`src/rtl/router_pkg.sv`:
```
// rtl/router_pkg.sv - shared types, constants and header helpers for the 1x3 packet router
package router_pkg;

    localparam int DATA_W_DEF = 8;

    // Address value that no destination answers to; such packets are dropped.
    localparam logic [1:0] ADDR_INVALID = 2'b11;

    typedef enum logic [2:0] {
        IDLE,
        WAIT_EMPTY,
        LOAD_DATA,
        FULL_WAIT,
        CHECK_PARITY,
        DROP
    } state_t;

    // Header byte layout: {len[5:0], addr[1:0]}
    function automatic logic [1:0] hdr_addr(input logic [7:0] hdr);
        return hdr[1:0];
    endfunction

    function automatic logic [5:0] hdr_len(input logic [7:0] hdr);
        return hdr[7:2];
    endfunction

endpackage

```
`src/rtl/router_fifo.sv`:
```
// rtl/router_fifo.sv - one destination FIFO with flush and registered read data
//
// Ports:
//   clock, reset  : clock and asynchronous active-high reset
//   flush         : synchronous empty (soft reset); wins over push/pop
//   push, push_data : write strobe and data; accepted when not full or when popping
//   pop           : read strobe; ignored while empty
//   pop_data      : registered read data, updated the cycle after a pop, held otherwise
//   full, empty   : occupancy flags
module router_fifo
    import router_pkg::*;
#(
    parameter int DATA_W = DATA_W_DEF,
    parameter int DEPTH  = 16
) (
    input  logic              clock,
    input  logic              reset,
    input  logic              flush,
    input  logic              push,
    input  logic [DATA_W-1:0] push_data,
    input  logic              pop,
    output logic [DATA_W-1:0] pop_data,
    output logic              full,
    output logic              empty
);

    localparam int AW = $clog2(DEPTH);

    logic [DATA_W-1:0] mem_q [DEPTH];
    logic [AW-1:0]     wr_ptr_q, wr_ptr_d;
    logic [AW-1:0]     rd_ptr_q, rd_ptr_d;
    logic [AW:0]       count_q, count_d;
    logic [DATA_W-1:0] pop_data_q, pop_data_d;
    logic              do_pop;
    logic              do_push;

    assign full     = (count_q == (AW+1)'(DEPTH));
    assign empty    = (count_q == '0);
    assign pop_data = pop_data_q;

    // A pop in the same cycle frees the slot, so a push at full still lands.
    assign do_pop  = pop && !empty && !flush;
    assign do_push = push && (!full || do_pop) && !flush;

    always_comb begin
        wr_ptr_d   = wr_ptr_q;
        rd_ptr_d   = rd_ptr_q;
        count_d    = count_q;
        pop_data_d = pop_data_q;
        if (flush) begin
            wr_ptr_d = '0;
            rd_ptr_d = '0;
            count_d  = '0;
        end else begin
            if (do_push) begin
                wr_ptr_d = wr_ptr_q + AW'(1);
            end
            if (do_pop) begin
                rd_ptr_d   = rd_ptr_q + AW'(1);
                pop_data_d = mem_q[rd_ptr_q];
            end
            count_d = count_q + (AW+1)'(do_push) - (AW+1)'(do_pop);
        end
    end

    always_ff @(posedge clock or posedge reset) begin
        if (reset) begin
            wr_ptr_q   <= '0;
            rd_ptr_q   <= '0;
            count_q    <= '0;
            pop_data_q <= '0;
        end else begin
            wr_ptr_q   <= wr_ptr_d;
            rd_ptr_q   <= rd_ptr_d;
            count_q    <= count_d;
            pop_data_q <= pop_data_d;
        end
    end

    // Storage needs no reset: occupancy is tracked by the pointers and count.
    always_ff @(posedge clock) begin
        if (do_push) begin
            mem_q[wr_ptr_q] <= push_data;
        end
    end

endmodule

```
`src/rtl/router_modport.sv`:
```
// rtl/router_modport.sv - 1x3 byte-serial packet router with parity check and soft-reset FIFOs
//
// Ports:
//   clock, reset  : clock and asynchronous active-high reset
//   data_in       : header / payload / parity byte from the source
//   pkt_valid     : high for header and payload, low on the parity byte
//   busy          : source must hold data_in/pkt_valid while high
//   err           : parity mismatch on the last completed packet
//   read_enb[2:0] : per-destination read strobe
//   vld_out[2:0]  : per-destination FIFO not empty
//   data_out[2:0] : per-destination registered read data
module router_modport
    import router_pkg::*;
#(
    parameter int DATA_W          = DATA_W_DEF,
    parameter int FIFO_DEPTH      = 16,
    parameter int SOFT_RST_CYCLES = 30
) (
    input  logic                   clock,
    input  logic                   reset,
    input  logic [DATA_W-1:0]      data_in,
    input  logic                   pkt_valid,
    output logic                   busy,
    output logic                   err,
    input  logic [2:0]             read_enb,
    output logic [2:0]             vld_out,
    output logic [2:0][DATA_W-1:0] data_out
);

    localparam int CW = $clog2(SOFT_RST_CYCLES + 1);

    state_t            state_q, state_d;
    logic [1:0]        tgt_q, tgt_d;
    logic [DATA_W-1:0] par_q, par_d;
    logic [DATA_W-1:0] rx_par_q, rx_par_d;
    logic              err_q, err_d;
    logic [CW-1:0]     soft_cnt_q [3];
    logic [CW-1:0]     soft_cnt_d [3];

    logic [2:0] full;
    logic [2:0] empty;
    logic [2:0] push;
    logic [2:0] soft_rst;
    logic       wr_en;
    logic [1:0] wr_sel;
    logic [1:0] hdr_a;

    assign hdr_a   = hdr_addr(data_in);
    assign vld_out = ~empty;
    assign err     = err_q;

    // ------------------------------------------------------------------
    // Packet FSM
    // ------------------------------------------------------------------
    always_comb begin
        state_d  = state_q;
        tgt_d    = tgt_q;
        par_d    = par_q;
        rx_par_d = rx_par_q;
        err_d    = err_q;
        busy     = 1'b0;
        wr_en    = 1'b0;
        wr_sel   = tgt_q;

        case (state_q)
            IDLE: begin
                wr_sel = hdr_a;
                if (pkt_valid) begin
                    if (hdr_a == ADDR_INVALID) begin
                        state_d = DROP;
                    end else begin
                        tgt_d = hdr_a;
                        if (empty[hdr_a]) begin
                            wr_en   = 1'b1;
                            par_d   = data_in;
                            err_d   = 1'b0;
                            state_d = LOAD_DATA;
                        end else begin
                            // Header stays on the bus until the target drains.
                            busy    = 1'b1;
                            state_d = WAIT_EMPTY;
                        end
                    end
                end
            end

            WAIT_EMPTY: begin
                // busy falls in the cycle the held header is finally taken.
                if (empty[tgt_q]) begin
                    wr_en   = 1'b1;
                    par_d   = data_in;
                    err_d   = 1'b0;
                    state_d = LOAD_DATA;
                end else begin
                    busy = 1'b1;
                end
            end

            LOAD_DATA: begin
                if (soft_rst[tgt_q]) begin
                    state_d = IDLE;
                end else if (full[tgt_q]) begin
                    busy    = 1'b1;
                    state_d = FULL_WAIT;
                end else begin
                    wr_en = 1'b1;
                    if (pkt_valid) begin
                        par_d = par_q ^ data_in;
                    end else begin
                        rx_par_d = data_in;
                        state_d  = CHECK_PARITY;
                    end
                end
            end

            FULL_WAIT: begin
                if (soft_rst[tgt_q]) begin
                    state_d = IDLE;
                end else begin
                    busy = 1'b1;
                    if (!full[tgt_q]) begin
                        state_d = LOAD_DATA;
                    end
                end
            end

            CHECK_PARITY: begin
                busy    = 1'b1;
                err_d   = (par_q != rx_par_q);
                state_d = IDLE;
            end

            DROP: begin
                // The byte with pkt_valid low is the parity byte; it is discarded too.
                if (!pkt_valid) begin
                    state_d = IDLE;
                end
            end

            default: begin
                state_d = IDLE;
            end
        endcase
    end

    always_comb begin
        for (int i = 0; i < 3; i++) begin
            push[i] = wr_en && (wr_sel == 2'(i));
        end
    end

    // ------------------------------------------------------------------
    // Soft-reset counters: count consecutive cycles with data waiting and
    // no read; a stuck destination is flushed after SOFT_RST_CYCLES.
    // ------------------------------------------------------------------
    always_comb begin
        for (int i = 0; i < 3; i++) begin
            soft_rst[i] = (soft_cnt_q[i] == CW'(SOFT_RST_CYCLES));
            if (soft_rst[i]) begin
                soft_cnt_d[i] = '0;
            end else if (vld_out[i] && !read_enb[i]) begin
                soft_cnt_d[i] = soft_cnt_q[i] + CW'(1);
            end else begin
                soft_cnt_d[i] = '0;
            end
        end
    end

    always_ff @(posedge clock or posedge reset) begin
        if (reset) begin
            state_q  <= IDLE;
            tgt_q    <= '0;
            par_q    <= '0;
            rx_par_q <= '0;
            err_q    <= 1'b0;
            for (int i = 0; i < 3; i++) begin
                soft_cnt_q[i] <= '0;
            end
        end else begin
            state_q  <= state_d;
            tgt_q    <= tgt_d;
            par_q    <= par_d;
            rx_par_q <= rx_par_d;
            err_q    <= err_d;
            for (int i = 0; i < 3; i++) begin
                soft_cnt_q[i] <= soft_cnt_d[i];
            end
        end
    end

    // ------------------------------------------------------------------
    // Destination FIFOs
    // ------------------------------------------------------------------
    for (genvar g = 0; g < 3; g++) begin : g_fifo
        router_fifo #(
            .DATA_W (DATA_W),
            .DEPTH  (FIFO_DEPTH)
        ) u_fifo (
            .clock     (clock),
            .reset     (reset),
            .flush     (soft_rst[g]),
            .push      (push[g]),
            .push_data (data_in),
            .pop       (read_enb[g]),
            .pop_data  (data_out[g]),
            .full      (full[g]),
            .empty     (empty[g])
        );
    end

endmodule

```
`config.mk`:
```
export PLATFORM = sky130hd
export DESIGN_NAME = router_modport
export DESIGN_NICKNAME = d
export VERILOG_FILES = /design/src/rtl/router_pkg.sv /design/src/rtl/router_fifo.sv /design/src/rtl/router_modport.sv
export SDC_FILE = /design/constraint.sdc
export NUM_CORES = 1
export LEC_CHECK = 0
export CORE_ASPECT_RATIO = 0.5
export CORE_UTILIZATION = 30
export DETAILED_ROUTE_END_ITERATION = 10
export PLACE_DENSITY_LB_ADDON = 0.08
export SLEW_MARGIN = 20
export SYNTH_ARGS = -nofsm -noshare
export SYNTH_HDL_FRONTEND = slang
export SYNTH_SLANG_ARGS = --single-unit
export TNS_END_PERCENT = 100
```
`constraint.sdc`:
```
create_clock -name clock -period 7.1 [get_ports clock]
set_clock_uncertainty 0.1 [all_clocks]
set_input_delay 1.42 -clock clock [delete_from_list [all_inputs] [get_ports clock]]
set_output_delay 1.42 -clock clock [all_outputs]
set_load 0.02 [all_outputs]
```
## Word level (Yosys, flattened, before mapping)

Memory sizes are Yosys's and may differ from the RTL's. A register that Yosys moved wholly into a read port is not among the register bits.
Cells that the tools add are included.

| cells by class | value |
|---|---|
| eq/ne operators | 25 |
| muxes and demuxes | 75 |
| bitwise gates (word level) | 9 |
| reductions and logical operators | 54 |
| add/subtract/negate cells | 15 |
| magnitude comparators | 2 |

Operators by type and width:

| kind | number |
|---|---|
| 8-bit 2-to-1 mux | 7 |
| 4-bit 2-to-1 mux | 12 |
| 5-bit 2-to-1 mux | 9 |
| 5-bit equality test (second input constant) | 6 |
| 1-bit 2-to-1 mux | 27 |
| 3-bit 2-to-1 mux | 9 |
| 4-bit by 1-bit adder with 4-bit output (second input constant) | 6 |
| 8-bit case mux with 3 select lines | 1 |
| 1-bit logical AND | 18 |
| 2-bit inequality test (second input constant) | 8 |
| 5-bit by 1-bit adder with 5-bit output | 3 |
| 5-bit by 1-bit adder with 5-bit output (second input constant) | 3 |
| 5-bit logical NOT | 3 |
| 3-bit case mux with 5 select lines | 1 |
| 5-bit by 1-bit subtractor with 5-bit output | 3 |
| 1-bit logical NOT | 12 |
| 2-bit nonzero test | 6 |
| 5-bit AND reduction | 2 |
| 1-bit binary-select mux with 2-bit select | 4 |
| 8-bit inequality test | 1 |
| 8-bit AND reduction | 1 |
| 8-bit XOR | 1 |
| 1-bit NOT | 7 |
| 3-bit by 2-bit equality test with 1-bit output (second input constant) | 2 |
| 18 further kinds | 28 |

| word-level totals | value |
|---|---|
| bits in registers | 76 |
| output and inout bits | 29 |
| memory bits (writable) | 384 |
| memories | 3 |
| word-level logic and storage cells | 200 |
| input bits | 14 |

Memories:

| memory | depth | width | rd ports | clocked after Yosys merged registers in | write ports | RTL line | source |
|---|---|---|---|---|---|---|---|
| g_fifo[0].u_fifo.mem_q | 16 | 8 | 1 | 1 | 1 | router_fifo.sv:29 | `logic [DATA_W-1:0] mem_q [DEPTH];` |
| g_fifo[1].u_fifo.mem_q | 16 | 8 | 1 | 1 | 1 | router_fifo.sv:29 |  |
| g_fifo[2].u_fifo.mem_q | 16 | 8 | 1 | 1 | 1 | router_fifo.sv:29 |  |

## Depth between registers and ports, before layout

| depth | value |
|---|---|
| word-level depth | 13 |
| depth in mapped cells | 18 |
| gate-level depth less buffers | 17 |

## By module

Synthesis repeated with hierarchy kept, for this count alone.

| unflattened totals | value |
|---|---|
| cells, all modules | 1202 |
| area total of the unflattened synthesis | 20537.2 µm² |

Modules (own cells, without submodules):

| module | sequential area each (µm²) | times used | cells an instance | area each (µm²) |
|---|---|---|---|---|
| router_fifo at g_fifo[0].u_fifo ... | 4369.2 | 2 | 329 | 6105.9 |
| router_fifo at g_fifo[2].u_fifo | 4369.2 | 1 | 329 | 6203.4 |
| router_modport | 925.9 | 1 | 215 | 2122.0 |

## Worst setup path before layout

Ideal clock, no wire load.

| timing path | value |
|---|---|
| kind | input-to-reg |
| start point | input data_in[1] |
| end point | memory g_fifo[0].u_fifo.mem_q[0][0] (netlist bit), enable pin |
| path buffers | 1 |
| data arrival time | 3679 ps |
| setup slack | 2923 ps |
| stages | 7 |
| setup time | 398 ps |
| data required time | 6602 ps |
| cells stage by stage | clkbuf_1 > or2_2 > o22ai_1 > o31ai_2 > o22ai_4 > nand3_4 > nor4b_1 |

| between the ends | value |
|---|---|
| cells in the longest elaborated chain, start to end | 11 |
| elaborated cells on any way between the ends | 14 |
| those cells by class | 1 x eq/ne; 9 x mux; 4 x reduce/logical |

RTL lines:

| item | RTL line | source |
|---|---|---|
| start: declaration | router_modport.sv:21 | `input logic [DATA_W-1:0] data_in,` |
| 1-bit binary-select mux with 2-bit select | router_modport.sv:73 | `if (empty[hdr_a]) begin` |
| 1-bit 2-to-1 mux (not written as such) | router_modport.sv:73 |  |
| 1-bit 2-to-1 mux | router_modport.sv:73 |  |
| 1-bit 2-to-1 mux | router_modport.sv:69 | `if (hdr_a == ADDR_INVALID) begin` |
| 1-bit 2-to-1 mux | router_modport.sv:68 | `if (pkt_valid) begin` |
| 1-bit case mux with 3 select lines | router_modport.sv:65 | `case (state_q)` |
| 1-bit logical AND * | router_modport.sv:148 | `push[i] = wr_en && (wr_sel == 2'(i));` |
| 1-bit logical AND * (2 in a row) | router_fifo.sv:43 | `assign do_push = push && (!full \|\| do_pop) && !flush;` |
| 1-bit 2-to-1 mux * | router_fifo.sv:82 | `if (do_push) begin` |
| 1-bit 2-to-1 mux (not written as such) * | router_fifo.sv:83 | `mem_q[wr_ptr_q] <= push_data;` |
| end: declaration | router_fifo.sv:29 |  |

Every way passes the cells marked *; elsewhere a longest branch is shown, timed or not. The select of a mux whose other input is x is not followed.

## Worst setup path in the final report

| timing path | value |
|---|---|
| start point | register soft_cnt_q[5] (netlist bit) |
| end point | output busy |

| between the ends | value |
|---|---|
| cells in the longest elaborated chain, start to end | 5 |
| elaborated cells on any way between the ends | 6 |
| those cells by class | 1 x eq/ne; 5 x mux |

RTL lines:

| item | RTL line | source |
|---|---|---|
| start: declaration | router_modport.sv:37 | `logic [CW-1:0] soft_cnt_q [3];` |
| start signal: indexed assignment | router_modport.sv:186 | `soft_cnt_q[i] <= soft_cnt_d[i];` |
| 5-bit equality test * | router_modport.sv:158 | `soft_rst[i] = (soft_cnt_q[i] == CW'(SOFT_RST_CYCLES));` |
| 1-bit binary-select mux with 2-bit select * | router_modport.sv:100, router_modport.sv:117 |  |
| 1-bit 2-to-1 mux (not written as such) * | router_modport.sv:100, router_modport.sv:117 |  |
| 1-bit 2-to-1 mux, on equally long branches | router_modport.sv:117, router_modport.sv:100 |  |
| 1-bit case mux with 5 select lines * | router_modport.sv:65 |  |
| end: declaration | router_modport.sv:23 | `output logic busy,` |

Marked as above.

==> impl_metrics.tcl <==
set metrics [dict create \
    status "finished clean" \
    ys.flop_type "edfxtp_1" \
    fin_crit_sh_pct 67.9 \
    drtAntennaViolNets 0 \
    cts-root-buf "clkbuf_16" \
    htree_levels 2 \
    synth_simple_gate_area_share_pct 6.94 \
    drtIter0Drc 740 \
    grt_max_degree 64 \
    syn_area_um2 20300 \
    finalSetupViolations 0 \
    synthAdderAreaFrac_pct 2.69 \
    start_util_pct 30.4 \
    cts_buffers 47 \
    synthTopCellsByCount "edfxtp_1, mux4_2, dfrtp_1" \
    cts_tree "built" \
    ys_seq_elements 484 \
    cap_viol_max_count 0 \
    synth_top_family_by_area "multiplexers" \
    syn-instance-count 1152 \
    p_per_area_nw_per_um2 395 \
    wl_per_cell_um 23.3 \
    hold_viol_final 0 \
    synth-seq-area-share_pct 69.0 \
    start_kind "register" \
    slew_violations 0 \
    chipWidth_um 370 \
    portBuffers 42 \
    whs_ns 0.384 \
    cp_slowest_cell "clkdlybuf4s50_1" \
    timing.critical_path.mode_cell "nand4_1" \
    p_leak_nw 7.86 \
    yosysTopAreaCellShare_pct 56.7 \
    tightest_slew_ns 1.04 \
    criticalPathCategory "register to output port" \
    drc 0 \
    clk_latency_ns 0.58 \
    synthXorXnorAreaFrac_pct 1.76 \
    fin_crit_ns 4.82 \
    area_growth_pct 15.4 \
    vias 10400 \
    ir_drop_mv 0.183 \
    syn_nets 1208 \
    ys_warn_count 0 \
    viasPerCell 4.86 \
    power_w 0.00928 \
    antenna_found_initial 2 \
    final_layout_size_suffix_gt1_share_pct 23.7 \
    synth_compound_area_share_pct 2.31 \
    reg2reg_depth 16 \
    setup-tns-final_ns 0 \
    critical_path_arrival_ns 3.30 \
    relSlewSlack_pct 30.6 \
    post_cts_buffers 0 \
    dieArea_um2 68900 \
    end_kind "output port" \
    pin_count 43 \
    globalplace.congestion 0.777 \
    rsz0062_at_grt "no" \
    grt_pass1_vias 10900 \
    clockBufferDepth 3 \
    cp_cell_sequence "inv_1 > ha_1 > nand4_1 > o22a_1 > nand4_1 > o22ai_1 > clkdlybuf4s50_1" \
    max_freq_mhz 208 \
    dp_hpwl_um 31100 \
    layout.nets 1271 \
    cts_resized 0 \
    crit_required_ns 5.58 \
    grt_pass1_wl_um 74400 \
    yosysTopAreaCell "edfxtp_1" \
    hold_depth 1 \
    synth_edf_count 384 \
    drt_pre_antenna_iters 5 \
    grtUsageTotal_pct 14.8 \
    synth_mux_area_share_pct 15.3 \
    synth.most_common_cell "edfxtp_1" \
    syn_area_per_cell_um2 17.7 \
    coreArea_um2 67000 \
    clkTransAtPathRegs_ns 0.06 \
    die_h_um 186 \
    crit_fanout 9 \
    postCtsHoldBufs 0 \
    drt_wl_total_um 50000 \
    grt_overflow_total 0 \
    hp-class "register to register" \
    synth_cell_type_count 64 \
    critical_path.max_stage_delay_ns 0.63 \
    synth_area_leaders "edfxtp_1, mux4_2, dfrtp_1" \
    cts.sinks 484 \
    row_count 67 \
    synthArstFlopShare_pct 20.7 \
]
final timing paths:
kind	start	endpoint	slack, ns
max in group asynchronous	reset	g_fifo[0].u_fifo.rd_ptr_q[0]	4.31
min	soft_cnt_q[10]	soft_cnt_q[10]	0.38
max reg2reg	soft_cnt_q[5]	g_fifo[0].u_fifo.count_q[4]	2.92
min reg2reg	soft_cnt_q[10]	soft_cnt_q[10]	0.38
max	soft_cnt_q[5]	busy	2.28
min in group asynchronous	reset	g_fifo[1].u_fifo.pop_data[1]	1.16
sequential cells by signal, indices dropped and copies added, names as in the netlist:
| signal | flops |
|---|---|
| tgt_q | 2 |
| soft_cnt_q | 15 |
| err | 1 |
| g_fifo.u_fifo.mem_q | 384 |
| g_fifo.u_fifo.rd_ptr_q | 12 |
| g_fifo.u_fifo.pop_data | 24 |
| state_q | 3 |
| rx_par_q | 8 |
| par_q | 8 |
| g_fifo.u_fifo.count_q | 15 |
| g_fifo.u_fifo.wr_ptr_q | 12 |
final cells by class:
class                   count  area, um^2
inverters                  46         175
clock inverters            20         185
fillers                  6184       43500
repair buffers             74         621
diodes                      1        2.50
flip-flops and latches    484       14000
multi-input cells         562        6000
well taps                 897        1120
clock buffers              67        1350
report_power, final:
part           total [W]  switching, W  internal (W)
logic            0.00293       0.00151       0.00142
registers        0.00381      0.000423       0.00339
clock network    0.00253       0.00110       0.00143
total            0.00928       0.00303       0.00624
critical path: cells and delay by family (launching register included):
family                   cells  cell delay [ns]
AO/OA/AOI/OAI                2             0.62
adder cells (fa/ha/maj)      1             0.20
buffers and inverters        2             0.69
flip-flops                   1             0.39
AND/OR/NAND/NOR              2             0.81
stage by stage:
| stage | cells | utilization, % | area, um^2 | setup slack [ns] |
|---|---|---|---|---|
| final | 2151 | 35.1 | 23500 | 2.28 |
| after global routing | 2150 | 35.1 | 23500 | 2.09 |
| after CTS | 2150 | 35.0 | 23400 | 2.19 |
| after detailed placement | 2063 | 32.7 | 21900 | 2.25 |
| after global placement | 2063 | 32.7 | 21900 | 2.34 |
| after floorplan | 1152 | - | 20300 | 2.92 |
layout by cell type (no fill, tap or decap), types with 39 or more instances in the layout:
cell,count
clkbuf_16,50
dfrtp_1,97
edfxtp_1,384
ha_1,39
inv_1,44
mux4_2,120
nand2_1,42
nand3_1,46
nor2_1,63
cells by family (layout without fill, tap and decap cells):
group           after synthesis  count (layout)
compound gates               68              68
xor+xnor                     41              41
fa+ha+maj                    42              42
buf+inv                     106             207
flops                       484             484
mux                         157             157
other cells                   0               1
simple gates                254             254
layer usage:
layer / GRT usage (%) / routed length [um] / vias to the layer above
met4: 3.27 / 895 / 0
met5: 0 / 0 / -
li1: - / - / 4640
met1: 20.6 / 23500 / 5569
met2: 24.5 / 24100 / 166
met3: 2.46 / 1590 / 73
No activity file was read; power rests on OpenSTA's default activity.
